## src/rtl/icache_dm.sv

```systemverilog
// Direct-mapped instruction cache with multi-word lines and a refill FSM.
// Optional hit/miss counters when ICACHE_PERF_CNT_EN is defined.
module icache_dm #(
    parameter int ADDR_W     = 32,
    parameter int DATA_W     = 32,
    parameter int SETS       = 16,
    parameter int LINE_WORDS = 4
) (
    input  logic              clk,
    input  logic              rst,
    input  logic              cpu_req_valid,
    input  logic [ADDR_W-1:0] cpu_req_addr,
    output logic              cpu_req_ready,
    output logic              cpu_resp_valid,
    output logic [DATA_W-1:0] cpu_resp_data,
    input  logic              flush,
    output logic              mem_req_valid,
    output logic [ADDR_W-1:0] mem_req_addr,
    input  logic              mem_req_ready,
    input  logic              mem_resp_valid,
    input  logic [DATA_W-1:0] mem_resp_data
`ifdef ICACHE_PERF_CNT_EN
    ,
    output logic [31:0]       hit_count,
    output logic [31:0]       miss_count
`endif
);

    localparam int OFF_B   = $clog2(DATA_W / 8);
    localparam int WRD_B   = $clog2(LINE_WORDS);
    localparam int IDX_B   = $clog2(SETS);
    localparam int WRD_BW  = (WRD_B > 0) ? WRD_B : 1;
    localparam int TAG_LSB = OFF_B + WRD_B + IDX_B;
    localparam int TAG_W   = ADDR_W - TAG_LSB;
    localparam logic [ADDR_W-1:0] LINE_MASK = ADDR_W'(LINE_WORDS * (DATA_W / 8) - 1);
    localparam logic [ADDR_W-1:0] WRD_MASK  = ADDR_W'(LINE_WORDS - 1);
    localparam logic [WRD_BW-1:0] LAST_BEAT = WRD_BW'(LINE_WORDS - 1);

    typedef enum logic [1:0] {
        IDLE,
        REFILL_REQ,
        REFILL_DATA,
        RESPOND
    } state_t;

    state_t state, state_next;

    logic [SETS-1:0]   valid;
    logic [TAG_W-1:0]  tags  [SETS];
    logic [DATA_W-1:0] lines [SETS][LINE_WORDS];

    logic [ADDR_W-1:0] miss_addr;
    logic [WRD_BW-1:0] beat;
    logic              flush_pending;

    logic [IDX_B-1:0]  req_idx, miss_idx;
    logic [TAG_W-1:0]  req_tag, miss_tag;
    logic [WRD_BW-1:0] req_wrd, miss_wrd;
    logic              accept, hit, beat_fire, last_beat;

    assign req_idx  = cpu_req_addr[OFF_B+WRD_B +: IDX_B];
    assign req_tag  = cpu_req_addr[ADDR_W-1:TAG_LSB];
    assign req_wrd  = WRD_BW'((cpu_req_addr >> OFF_B) & WRD_MASK);
    assign miss_idx = miss_addr[OFF_B+WRD_B +: IDX_B];
    assign miss_tag = miss_addr[ADDR_W-1:TAG_LSB];
    assign miss_wrd = WRD_BW'((miss_addr >> OFF_B) & WRD_MASK);

    assign cpu_req_ready = (state == IDLE) && !flush && !flush_pending;
    assign accept        = cpu_req_valid && cpu_req_ready;
    assign hit           = valid[req_idx] && (tags[req_idx] == req_tag);
    assign beat_fire     = (state == REFILL_DATA) && mem_resp_valid;
    assign last_beat     = beat_fire && (beat == LAST_BEAT);

    assign mem_req_valid = (state == REFILL_REQ);
    assign mem_req_addr  = (state == REFILL_REQ) ? (miss_addr & ~LINE_MASK) : '0;

    always_ff @(posedge clk) begin
        if (rst) state <= IDLE;
        else     state <= state_next;
    end

    always_comb begin
        state_next = state;
        unique case (state)
            IDLE:        if (accept && !hit) state_next = REFILL_REQ;
            REFILL_REQ:  if (mem_req_ready) state_next = REFILL_DATA;
            REFILL_DATA: if (last_beat) state_next = RESPOND;
            RESPOND:     state_next = IDLE;
            default:     state_next = IDLE;
        endcase
    end

    always_ff @(posedge clk) begin
        if (rst) begin
            valid          <= '0;
            flush_pending  <= 1'b0;
            beat           <= '0;
            miss_addr      <= '0;
            cpu_resp_valid <= 1'b0;
            cpu_resp_data  <= '0;
        end else begin
            cpu_resp_valid <= 1'b0;
            if (accept && hit) begin
                cpu_resp_valid <= 1'b1;
                cpu_resp_data  <= lines[req_idx][req_wrd];
            end
            if (accept && !hit) miss_addr <= cpu_req_addr;
            if (beat_fire) beat <= last_beat ? '0 : beat + 1'b1;
            // The final beat is forwarded directly since its array write lands at this edge.
            if (last_beat) begin
                valid[miss_idx] <= 1'b1;
                cpu_resp_valid  <= 1'b1;
                cpu_resp_data   <= (miss_wrd == beat) ? mem_resp_data
                                                      : lines[miss_idx][miss_wrd];
            end
            if (state == IDLE) begin
                if (flush || flush_pending) begin
                    valid         <= '0;
                    flush_pending <= 1'b0;
                end
            end else if (flush) begin
                flush_pending <= 1'b1;
            end
        end
    end

    always_ff @(posedge clk) begin
        if (!rst && beat_fire) lines[miss_idx][beat] <= mem_resp_data;
        if (!rst && last_beat) tags[miss_idx] <= miss_tag;
    end

`ifdef ICACHE_PERF_CNT_EN
    always_ff @(posedge clk) begin
        if (rst) begin
            hit_count  <= '0;
            miss_count <= '0;
        end else if (accept) begin
            if (hit) hit_count  <= hit_count + 32'd1;
            else     miss_count <= miss_count + 32'd1;
        end
    end
`endif

endmodule

```

## config.mk

```make
export PLATFORM = sky130hd
export DESIGN_NAME = icache_dm
export DESIGN_NICKNAME = d
export VERILOG_FILES = /design/src/rtl/icache_dm.sv
export SDC_FILE = /design/constraint.sdc
export NUM_CORES = 2
export LEC_CHECK = 0
export CAP_MARGIN = 25
export CORE_UTILIZATION = 50
export CTS_BUF_LIST = sky130_fd_sc_hd__clkbuf_4 sky130_fd_sc_hd__clkbuf_8 sky130_fd_sc_hd__clkbuf_16
export DETAILED_ROUTE_END_ITERATION = 10
export PLACE_DENSITY = 0.66
export SLEW_MARGIN = 20
export SYNTH_ARGS = -nofsm -noshare
export SYNTH_HDL_FRONTEND = slang
export SYNTH_SLANG_ARGS = --single-unit
```

## constraint.sdc

```tcl
create_clock -name clk -period 11.92 [get_ports clk]
set_input_delay 2.384 -clock clk [delete_from_list [all_inputs] [get_ports clk]]
set_output_delay 2.384 -clock clk [all_outputs]
set_load 0.02 [all_outputs]
```

==> results_dict.tcl <==
set metrics [dict create \
    syn_to_final_growth_pct 12.9 \
    synth_top_family_by_area "multiplexers" \
    ir_worst_vdd_uv 176 \
    critPathSlowestCell "buf_4" \
    period_needed_ns 6.43 \
    finalSetupViolCount 0 \
    antenna_found_initial 15 \
    synth_edf_count 2432 \
    status "finished with violations" \
    ys_ff_latch 2520 \
    ant_nets 0 \
    grt_max_degree 123 \
    drtIter0Drc 7922 \
    synthMuxAreaShare 0.292 \
    arrival_ns 7.19 \
    port-buffer-count 130 \
    postCtsHoldBufs 0 \
    ys_types 58 \
    post_cts_buffers 0 \
    grt_pass1_wl_microns 474000 \
    clkLatencyLatePin_ns 0.97 \
    synth_area_leaders "edfxtp_1 65%, mux4_2 28%, dfxtp_1 1.6%, mux2i_1 1.4%, clkbuf_1 0.69%" \
    hold_class "register to register" \
    grt_usage 0.299 \
    start_kind "input pin" \
    yosysTopAreaCell "edfxtp_1" \
    worst_slack_ns 5.49 \
    yosys.area_share.simple 0.0156 \
    whs_path_depth 2 \
    rsz0062_at_grt "false" \
    avgSynthCellArea_sq_um 22.2 \
    routed_wl_microns 338000 \
    routed_via_density 7.06 \
    leakage_nw 38.5 \
    worst_slew_pin_slew_ns 1.15 \
    die_y_microns 478 \
    fin_util 0.568 \
    num_vias 60100 \
    synth_top_area_share 0.645 \
    cp-end-kind "register" \
    synth_top_flop_cell "edfxtp_1" \
    numCtsBuffers 285 \
    slowest_delay_ns 0.91 \
    cp.depth 11 \
    grt_pass1_vias 61500 \
    die_area_sq_um 228000 \
    cts.sinks 2520 \
    post_cts_resized 0 \
    drive_above_1_share 0.394 \
    cts.path.max_buffers 4 \
    fmax_mhz 156 \
    worstSetupPathType "input pin to register" \
    path_buf_inv 2 \
    gp_congestion 0.808 \
    async_flop_share 0 \
    final_cell_mix "2432 x edfxtp_1, 1386 x mux4_2, 289 x clkbuf_16" \
    syn_inst 5111 \
    place_area_sq_um 119000 \
    fin_area_sq_um 128000 \
    ys_seq_area_frac 0.661 \
    reg2reg_depth 10 \
    start_util 0.503 \
    overflow 0 \
    relSlewSlack 0.230 \
    tritoncts "yes" \
    fp-row-count 174 \
    dr.pass1.iters 9 \
    wl_per_cell_microns 39.7 \
    slew_viol_final 0 \
    synthAdderAreaFrac 0.000884 \
    power_density_nw_per_um2 160 \
    yosys_warnings 0 \
    clk_pin_slew_worst_paths_ns 0.06 \
    cts_root_buf "clkbuf_16" \
    synth_compound_area_frac 0.0123 \
    die-width_microns 478 \
    crit_top_cell "or4_4" \
    drc_errors 3 \
    pin_count 137 \
    finalCritPeriodShare 0.539 \
    violations "DRC" \
    cp_max_fo 81 \
    hold_violations 0 \
    required_ns 12.68 \
    preCtsSetupSlack_ns 4.58 \
    cp_top_family "simple AND/OR/NAND/NOR gates" \
    htreeDepth 5 \
    synthesis.area_sq_um 113000 \
    dp_hpwl_microns 177000 \
    fin_worst_skew_ns 0.0596 \
    final_common_cell "edfxtp_1" \
    crit_chain "buf_8 > buf_4 > mux4_2 > mux2i_1 > nor2_1 > a2111oi_2 > a31oi_1 > or4_4 > or4_4 > nand2_4 > a211oi_1" \
    nNetsFinal 5392 \
    synth_xor_area_frac 0.00255 \
    core_area_sq_um 225000 \
    tns_ns 0 \
    drv_cap 0 \
]
## kinds of logic after synthesis
| kind of cell | after synthesis |
|---|---|
| buffers and inverters | 411 |
| other | 1 |
| xor gates and xnor gates | 33 |
| and+or+nand+nor | 362 |
| adders and majority gates | 8 |
| DFF | 2520 |
| AOI/OAI and AO/OA | 211 |
| muxes | 1565 |
## cells in the mapped netlist (all sizes together), types with 2 or more instances
library cell	n
a2111oi	3
a211oi	33
a21oi	81
a221o	2
a221oi	6
a22o	6
a22oi	9
a31oi	11
a32oi	2
and2	31
and3	3
buf	195
clkbuf	208
dfxtp	88
edfxtp	2432
ha	8
inv	8
mux2	10
mux2i	164
mux4	1391
nand2	25
nand2b	63
nand3	13
nand4	5
nor2	161
nor2b	11
nor3	39
nor4	3
o2111a	2
o2111ai	2
o21ai	11
o22ai	37
or2	2
or3	2
or4	2
xnor2	26
xor2	7
## power by group
part / leakage (nW) / internal [mW] / switching, mW
registers: 22.7 / 9.76 / 0.106
logic: 11.4 / 1.01 / 1.17
clock network: 4.41 / 4.93 / 3.44
## sequential cells by signal (all words and copies together), names as in the netlist, named ones only
| name | count |
|---|---|
| cpu_resp_valid | 1 |
| cpu_resp_data | 32 |
| flush_pending | 1 |
| lines | 2048 |
| miss_addr | 30 |
| state | 2 |
| tags | 384 |
| beat | 2 |
| valid | 16 |
## stage by stage
step / power (mW) / cells / hold slack [ns]
6_report: 20.4 / 8505 / 0.476
5_1_grt: 20.9 / 8500 / 0.495
4_1_cts: 20.5 / 8491 / 0.473
3_5_place_dp: 12.2 / 8011 / 0.460
3_3_place_gp: 12.2 / 7991 / 0.443
2_1_floorplan: 11.5 / 5114 / 0.432
## worst paths after layout
path,to,startpoint,slack [ns]
max,cpu_resp_data[22]$_SDFFE_PP0P_,cpu_req_addr[6],5.49
min,valid[4]$_SDFF_PP0_,valid[4]$_SDFF_PP0_,0.48
max reg2reg,cpu_resp_data[17]$_SDFFE_PP0P_,register,6.67
min reg2reg,valid[4]$_SDFF_PP0_,valid[4]$_SDFF_PP0_,0.48
## routing by layer
metal / GRT usage / vias to the layer above / share of wire
li1: - / 22900 / -
met1: 0.393 / 32900 / 0.37
met2: 0.481 / 3431 / 0.49
met3: 0.0652 / 785 / 0.095
met4: 0.136 / 12 / 0.050
met5: 0 / - / 0.00021
## layout make-up
| class | instances | area, sq um |
|---|---|---|
| fillers | 16200 | 97100 |
| flip-flops and latches | 2520 | 74800 |
| multi-input cells | 2183 | 37300 |
| clock buffers | 382 | 8010 |
| well taps | 2992 | 3740 |
| repair buffers | 316 | 3090 |
| clock inverters | 98 | 773 |
| inverters | 8 | 37.5 |
| diodes | 6 | 15.0 |
## tightest hold or removal path: stages, from the launching register on
cell     delay, ns
dfxtp_1       0.33
a31oi_1       0.04
nor2_1        0.07
Power figures use the tool's default switching activity.
